`config.mk`:
```
export PLATFORM = sky130hd
export DESIGN_NAME = rv32i_pipeline_ctrl
export DESIGN_NICKNAME = d
export VERILOG_FILES = /design/src/rtl/rv32i_pipeline_ctrl.sv
export SDC_FILE = /design/constraint.sdc
export NUM_CORES = 1
export LEC_CHECK = 0
export ABC_AREA = 1
export CAP_MARGIN = 0
export CORE_ASPECT_RATIO = 1.5
export CORE_MARGIN = 2
export CORE_UTILIZATION = 30
export CTS_BUF_LIST = sky130_fd_sc_hd__clkbuf_4
export DETAILED_ROUTE_END_ITERATION = 6
export DONT_BUFFER_PORTS = 1
export RECOVER_POWER = 100
export SYNTH_ARGS = -nofsm -noshare
export SYNTH_HDL_FRONTEND = slang
export SYNTH_SLANG_ARGS = --single-unit
```
`constraint.sdc`:
```
create_clock -name clk -period 2.8 [get_ports clk]
set_clock_uncertainty 0.2 [all_clocks]
set_input_delay 0.42 -clock clk [delete_from_list [all_inputs] [get_ports clk]]
set_output_delay 0.42 -clock clk [all_outputs]
set_load 0.01 [all_outputs]
```
`src/rtl/rv32i_pipeline_ctrl.sv`:
```
// Stall/flush sequencer for the 5-stage RV32I pipeline: per-stage enables and
// flushes, data-memory wait watchdog and saturating performance counters.
module rv32i_pipeline_ctrl #(
  parameter int DMEM_TIMEOUT = 64,
  parameter int CNT_W        = 32
) (
  input  logic             clk,
  input  logic             rst_n,
  input  logic             load_use_stall,
  input  logic             branch_taken,
  input  logic             imem_ready,
  input  logic             dmem_req,
  input  logic             dmem_ready,
  input  logic             muldiv_start,
  input  logic             muldiv_done,
  input  logic             perf_clr,
  output logic             pc_en,
  output logic             if_id_en,
  output logic             if_id_flush,
  output logic             id_ex_en,
  output logic             id_ex_flush,
  output logic             ex_mem_en,
  output logic             ex_mem_flush,
  output logic             mem_wb_en,
  output logic             bus_err,
  output logic [1:0]       state_o,
  output logic [CNT_W-1:0] stall_cycles,
  output logic [CNT_W-1:0] flush_count
);

  typedef enum logic [1:0] {
    ST_RUN       = 2'd0,
    ST_MD_BUSY   = 2'd1,
    ST_DMEM_WAIT = 2'd2,
    ST_HALT      = 2'd3
  } state_e;

  localparam logic [7:0]       TIMEOUT_M1 = 8'(DMEM_TIMEOUT - 1);
  localparam logic [CNT_W-1:0] CNT_MAX    = {CNT_W{1'b1}};
  localparam logic [CNT_W-1:0] CNT_ONE    = {{(CNT_W-1){1'b0}}, 1'b1};

  state_e           state_q, state_d;
  logic [7:0]       wait_q, wait_d;
  logic             bus_err_q, bus_err_d;
  logic [CNT_W-1:0] stall_q, stall_d;
  logic [CNT_W-1:0] flush_q, flush_d;
  logic             run_eval_s, dmem_chk_s, branch_flush_s;

  // Next state, watchdog and same-cycle stage enables/flushes
  always_comb begin
    state_d        = state_q;
    wait_d         = wait_q;
    bus_err_d      = bus_err_q;
    run_eval_s     = 1'b0;
    dmem_chk_s     = 1'b0;
    branch_flush_s = 1'b0;
    pc_en          = 1'b0;
    if_id_en       = 1'b0;
    if_id_flush    = 1'b0;
    id_ex_en       = 1'b0;
    id_ex_flush    = 1'b0;
    ex_mem_en      = 1'b0;
    ex_mem_flush   = 1'b0;
    mem_wb_en      = 1'b0;

    case (state_q)
      ST_RUN: begin
        run_eval_s = 1'b1;
        dmem_chk_s = 1'b1;
      end
      ST_MD_BUSY: begin
        if (muldiv_done) begin
          pc_en     = 1'b1;
          if_id_en  = 1'b1;
          id_ex_en  = 1'b1;
          ex_mem_en = 1'b1;
          mem_wb_en = 1'b1;
          state_d   = ST_RUN;
        end else begin
          ex_mem_en    = 1'b1;
          ex_mem_flush = 1'b1;
          mem_wb_en    = 1'b1;
        end
      end
      ST_DMEM_WAIT: begin
        // The wait counter already holds the count including this cycle's
        // predecessor; timeout fires when the next value would reach the limit.
        if (dmem_ready) begin
          run_eval_s = 1'b1;
          state_d    = ST_RUN;
        end else if (wait_q >= TIMEOUT_M1) begin
          bus_err_d = 1'b1;
          state_d   = ST_HALT;
        end else begin
          wait_d = wait_q + 8'd1;
        end
      end
      ST_HALT: begin
        state_d = ST_HALT;
      end
      default: begin
        state_d = ST_RUN;
      end
    endcase

    if (run_eval_s) begin
      pc_en     = 1'b1;
      if_id_en  = 1'b1;
      id_ex_en  = 1'b1;
      ex_mem_en = 1'b1;
      mem_wb_en = 1'b1;
      if (dmem_chk_s && dmem_req && !dmem_ready) begin
        pc_en     = 1'b0;
        if_id_en  = 1'b0;
        id_ex_en  = 1'b0;
        ex_mem_en = 1'b0;
        mem_wb_en = 1'b0;
        state_d   = ST_DMEM_WAIT;
        wait_d    = 8'd1;
      end else if (muldiv_start) begin
        pc_en        = 1'b0;
        if_id_en     = 1'b0;
        id_ex_en     = 1'b0;
        ex_mem_flush = 1'b1;
        state_d      = ST_MD_BUSY;
      end else if (branch_taken) begin
        if_id_flush    = 1'b1;
        id_ex_flush    = 1'b1;
        branch_flush_s = 1'b1;
      end else if (load_use_stall) begin
        pc_en       = 1'b0;
        if_id_en    = 1'b0;
        id_ex_flush = 1'b1;
      end else if (!imem_ready) begin
        pc_en       = 1'b0;
        if_id_flush = 1'b1;
      end else begin
        pc_en = 1'b1;
      end
    end else begin
      branch_flush_s = 1'b0;
    end

    if (!rst_n) begin
      pc_en        = 1'b0;
      if_id_en     = 1'b0;
      if_id_flush  = 1'b0;
      id_ex_en     = 1'b0;
      id_ex_flush  = 1'b0;
      ex_mem_en    = 1'b0;
      ex_mem_flush = 1'b0;
      mem_wb_en    = 1'b0;
    end else begin
      branch_flush_s = branch_flush_s;
    end
  end

  // Saturating performance counters; clear wins over increment
  always_comb begin
    stall_d = stall_q;
    flush_d = flush_q;
    if (perf_clr) begin
      stall_d = {CNT_W{1'b0}};
      flush_d = {CNT_W{1'b0}};
    end else begin
      if (!pc_en && (stall_q != CNT_MAX)) begin
        stall_d = stall_q + CNT_ONE;
      end else begin
        stall_d = stall_q;
      end
      if (branch_flush_s && (flush_q != CNT_MAX)) begin
        flush_d = flush_q + CNT_ONE;
      end else begin
        flush_d = flush_q;
      end
    end
  end

  // State, watchdog and counter registers
  always_ff @(posedge clk or negedge rst_n) begin
    if (!rst_n) begin
      state_q   <= ST_RUN;
      wait_q    <= 8'd0;
      bus_err_q <= 1'b0;
      stall_q   <= {CNT_W{1'b0}};
      flush_q   <= {CNT_W{1'b0}};
    end else begin
      state_q   <= state_d;
      wait_q    <= wait_d;
      bus_err_q <= bus_err_d;
      stall_q   <= stall_d;
      flush_q   <= flush_d;
    end
  end

  assign bus_err      = bus_err_q;
  assign state_o      = state_q;
  assign stall_cycles = stall_q;
  assign flush_count  = flush_q;

endmodule

```
# Word-level counts from Yosys, hierarchy flattened

Index checks and enable logic that the tools add are counted.
W data, S select, Z words.

Register bits: 75
Bits of input ports: 10
Output and inout bits: 75

Add/sub/neg operators: 3
$lt $le $gt $ge: 1
Equality and inequality tests: 5
Mux-type cells: 65
Bitwise operators: 1
Reductions and logical operators: 10

Operator list:

| kind                    | count |
|---|---|
| $mux W32                | 4 |
| $add A32 B1 Y32 const B | 2 |
| $ne A32 B32 Y1 const B  | 2 |
| $mux W1                 | 48 |
| $mux W8                 | 5 |
| $mux W2                 | 6 |
| $add A8 B1 Y8 const B   | 1 |
| $ge A8 B6 Y1 const B    | 1 |
| $pmux W2 S3             | 1 |
| $eq A2 B2 Y1 const B    | 2 |
| $logic_and A1 B1 Y1     | 4 |
| $reduce_bool A2 Y1      | 2 |
| $reduce_and A3 Y1       | 1 |
| $eq A2 B1 Y1 const B    | 1 |
| $logic_not A1 Y1        | 2 |
| $logic_not A2 Y1        | 1 |
| $pmux W1 S2             | 1 |
| $not A1 Y1              | 1 |

# Logic depth before layout (Yosys ltp)

Depth in word-level cells: 11
Mapped depth: 13
Mapped depth without buffers: 11

# Worst setup path after synthesis

OpenSTA, ideal clock, no wires.

Kind: register -> register
Start point: reg stall_q[0], in the netlist stall_cycles[0]
End point: reg stall_q[2], in the netlist stall_cycles[2]
Library setup time: 0.066 ns
Arrival time: 1.803 ns
Required time: 2.534 ns
Setup slack: 0.732 ns
Cell stages (with the launch flop): 14
Buffers on the path: 2
Period minus slack after synthesis: 2.068 ns
Cell sequence: dfrtp_1 > ha_1 > nand2_1 > nor2_4 > nand2_4 > nor2_4 > nand2_2 > nand2_2 > nand2_4 > inv_2 > buf_6 > buf_6 > nand2_1 > nand2_1

Longest elaborated chain between the ends: 3

RTL lines:

| element                                                  | RTL line | RTL |
|---|---|---|
| start, declared                                          | 45       | `logic [CNT_W-1:0] stall_q, stall_d;` |
| start signal, assigned                                   | 185      | `stall_q <= {CNT_W{1'b0}};` |
| start signal, assigned                                   | 191      | `stall_q <= stall_d;` |
| $add A32 B1 Y32 / $ne A32 B32 Y1 (equally long branches) | 167, 166 |  |
| $mux W32 / $logic_and A1 B1 Y1 (equally long branches)   | 166      | `if (!pc_en && (stall_q != CNT_MAX)) begin` |
| $mux W32 / $reduce_bool A2 Y1 (equally long branches)    | --       |  |

Several ways; a longest one is shown, not always the timed one. The select of a mux whose other input is x is not followed.
A chain may end at the register's enable or synchronous reset.

# Final worst setup path

Start point: reg state_q[0], in the netlist state_o[0]
End point: out pc_en

Longest elaborated chain between the ends: 7

RTL lines:

| element                          | RTL line | RTL |
|---|---|---|
| start, declared                  | 42       | `state_e state_q, state_d;` |
| start signal, assigned           | 188      | `state_q <= state_d;` |
| $logic_not A2 Y1                 | 66       | `case (state_q)` |
| $mux W1                          | 66       |  |
| $logic_and A1 B1 Y1 (2 in a row) | 112      | `if (dmem_chk_s && dmem_req && !dmem_ready) begin` |
| $mux W1                          | 112      |  |
| $mux W1 *                        | 106      | `if (run_eval_s) begin` |
| $mux W1 *                        | 144      | `if (!rst_n) begin` |
| end, declared                    | 17       | `output logic pc_en,` |

Every way passes the cells marked *; elsewhere a longest branch is shown, timed or not.

==> impl_metrics.toml <==
[sta]
holdWs_ns = 0.0332
slew_violations = 76
setup_viol = 0
tightest_slew_ns = 1.79
min_period_ns = 2.57
fmax_mhz = 389
fin_ws_ns = 0.231
setup_tns_ns = 0
finalHoldViolCount = 0
slew_headroom = -0.193
rsz0062_at_grt = "false"
finalCritPeriodShare = 0.918

[worst_setup_path]
crit_type = "reg2out"
crit_top_cell = "nand2_1"
cp.arrival_ns = 1.95
cpPeakStageDelay_ns = 0.51
critPathSlowestCell = "dfrtp_1"
required_ns = 2.18
crit_chain = "nor2_1, nand2_2, nand2_1, nand2_1, nand3_1, clkbuf_1, inv_1"
crit_fanout = 9
crit_path_start_kind = "register"
endpoint_kind = "primary output"
crit_family = "simple AND/OR/NAND/NOR gates"
crit_buf_inv = 2

[place]
port_buffers = 0
hpwlAfterDp_mm = 11.4
dpl_cell_area_mm2 = 0.00537
finalWeightedCongestion = 0.875
place_ws_ns = 0.365

[synth]
synth_ff_type = "dfrtp_1"
synth.distinct_cells = 26
synth_seq_area_share = 0.366
synth_fp_nets = 839
synthArstFlopShare = 1.00
synth_area_mm2 = 0.00512
synth_edf_count = 0
synth.avg_cell_area_um2 = 6.20
synthCells = 826
yosys_register_bits = 75
yosysWarnings = 0

[worst_hold_path]
holdCritPathClass = "in2reg"

[clocking]
cts_root_buffer = "clkbuf_4"
cts_tree = "yes"
ctsHtreeMaxLevel = 3
cts_num_sinks = 75
cts-buffers-inserted = 9
clock_path_buffers = 2
clk_pin_slew_ns = 0.15
clock_latency_ns = 0.47

[run_status]
status = "complete, but fails checks"
violations = "capacitance limit, slew limit"

[finish]
area_delta_synth_final_pct = 8.23
layout_commonest_cell = "nand2_1"
finish.net_count = 849
final_cell_area_mm2 = 0.00554
final_cell_mix = "nand2_1, nor2_1, dfrtp_1"
drive_above_1_share = 0.0440

[route]
first_pass_iters = 6
ant_nets = 0
drc_errors = 0
via_count = 4987
via_per_inst = 4.75
routed_wl_mm = 15.3
first_iter_violations = 275
wl_per_cell_um = 14.5

[pwr]
pwr_density_cell_mw_per_mm2 = 468
power.leakage_uw = 0.00256
vdd_drop_max_uv = 175

[global_route]
grt_max_degree = 76
antenna_found_initial = 1
grt_pass1_wl_mm = 24.9
grt_pass1_vias = 4795
grt_overflow_total = 0
gr-usage-all-layers = 0.173

[flow_run]
drv_cap = 1

[die]
ios = 85
die_y_um = 164
initial_core_util = 0.306
num_rows = 58
core_area_mm2 = 0.0168
dieArea_mm2 = 0.0182
die_x_um = 111
==> worst register-to-register path, stage by stage, from the launching register on <==
cell,delay [ns]
dfrtp_1,0.50
ha_1,0.31
nand2_1,0.13
nor2_4,0.19
nand2_4,0.09
nor2_4,0.13
nand2_2,0.08
nand2_1,0.13
nand2_4,0.06
inv_2,0.38
nand2_1,0.12
nand2_1,0.10
==> cells in the mapped netlist (4+ instances only) <==
master    instances  share of area
clkbuf_1          6         0.0044
nand3_1          55          0.054
nand2_2           7         0.0085
nor2_4            4         0.0088
xor2_1           17          0.029
inv_1            69          0.051
a21oi_1           8         0.0078
buf_6             4         0.0088
xnor2_1          12          0.021
nand2_1         361           0.26
buf_2             4         0.0039
o21ai_0           6         0.0059
nor2_1          160           0.12
dfrtp_1          75           0.37
nand4_1          17          0.021
==> what timing repair did <==
| action | in CTS | in global routing |
|---|---|---|
| hold endpoints to repair | 112 | 0 |
| resized for setup | 0 | 0 |
| setup buffers | 0 | 0 |
| hold buffers | 5 | 0 |
==> flip-flops by register name, indices dropped and copies added (netlist names) <==
name / cells
flush_count: 32
stall_cycles: 32
wait_q: 8
state_o: 2
bus_err: 1
==> routing by layer <==
metal	track usage	up-vias	share of wire
met3	0.0498	40	0.047
met4	0.0767	0	0.038
li1	-	2564	-
met5	0	-	0
met1	0.175	2272	0.38
met2	0.329	111	0.53
==> layout make-up <==
type,instances,area [µm²]
Inverter,72,270
Antenna cell,1,2.50
Fill cell,1847,11200
Timing Repair Buffer,17,115
Clock inverter,6,90.1
Sequential cell,75,1880
Clock buffer,9,67.6
Multi-Input combinational cell,661,2860
Tap cell,210,263
==> per-stage QoR <==
step / utilization / std cells / total power (µW)
floorplan: - / 826 / 1670
global placement: 0.320 / 1030 / 1780
detailed placement: 0.320 / 1030 / 1790
CTS: 0.334 / 1050 / 2660
global route: 0.331 / 1051 / 2760
finish: 0.331 / 1051 / 2590
==> final timing paths <==
check	start	endpoint	slack (ns)	depth (start not counted)
max reg2reg	stall_cycles[1]	stall_cycles[4]	0.34	11
max	state_o[0]	pc_en	0.23	7
min reg2reg	wait_q[6]	wait_q[6]	0.30	2
min	dmem_ready	wait_q[0]	0.03	3
min in group asynchronous	rst_n	stall_cycles[19]	0.76	2
max in group asynchronous	rst_n	flush_count[6]	0.54	2
==> cell families after synthesis <==
family	after synthesis	synth area share
simple gates	613	0.487
buf+inv	90	0.0735
flops	75	0.366
xor+xnor	29	0.0496
compound gates	16	0.0161
fa+ha+maj	3	0.00733
==> power by group <==
part	internal [µW]	total (µW)	switching, µW
clock	360	798	438
sequential	1160	1270	105
combinational	153	526	373
total	1680	2590	916
(Power assumes the default switching activity.)
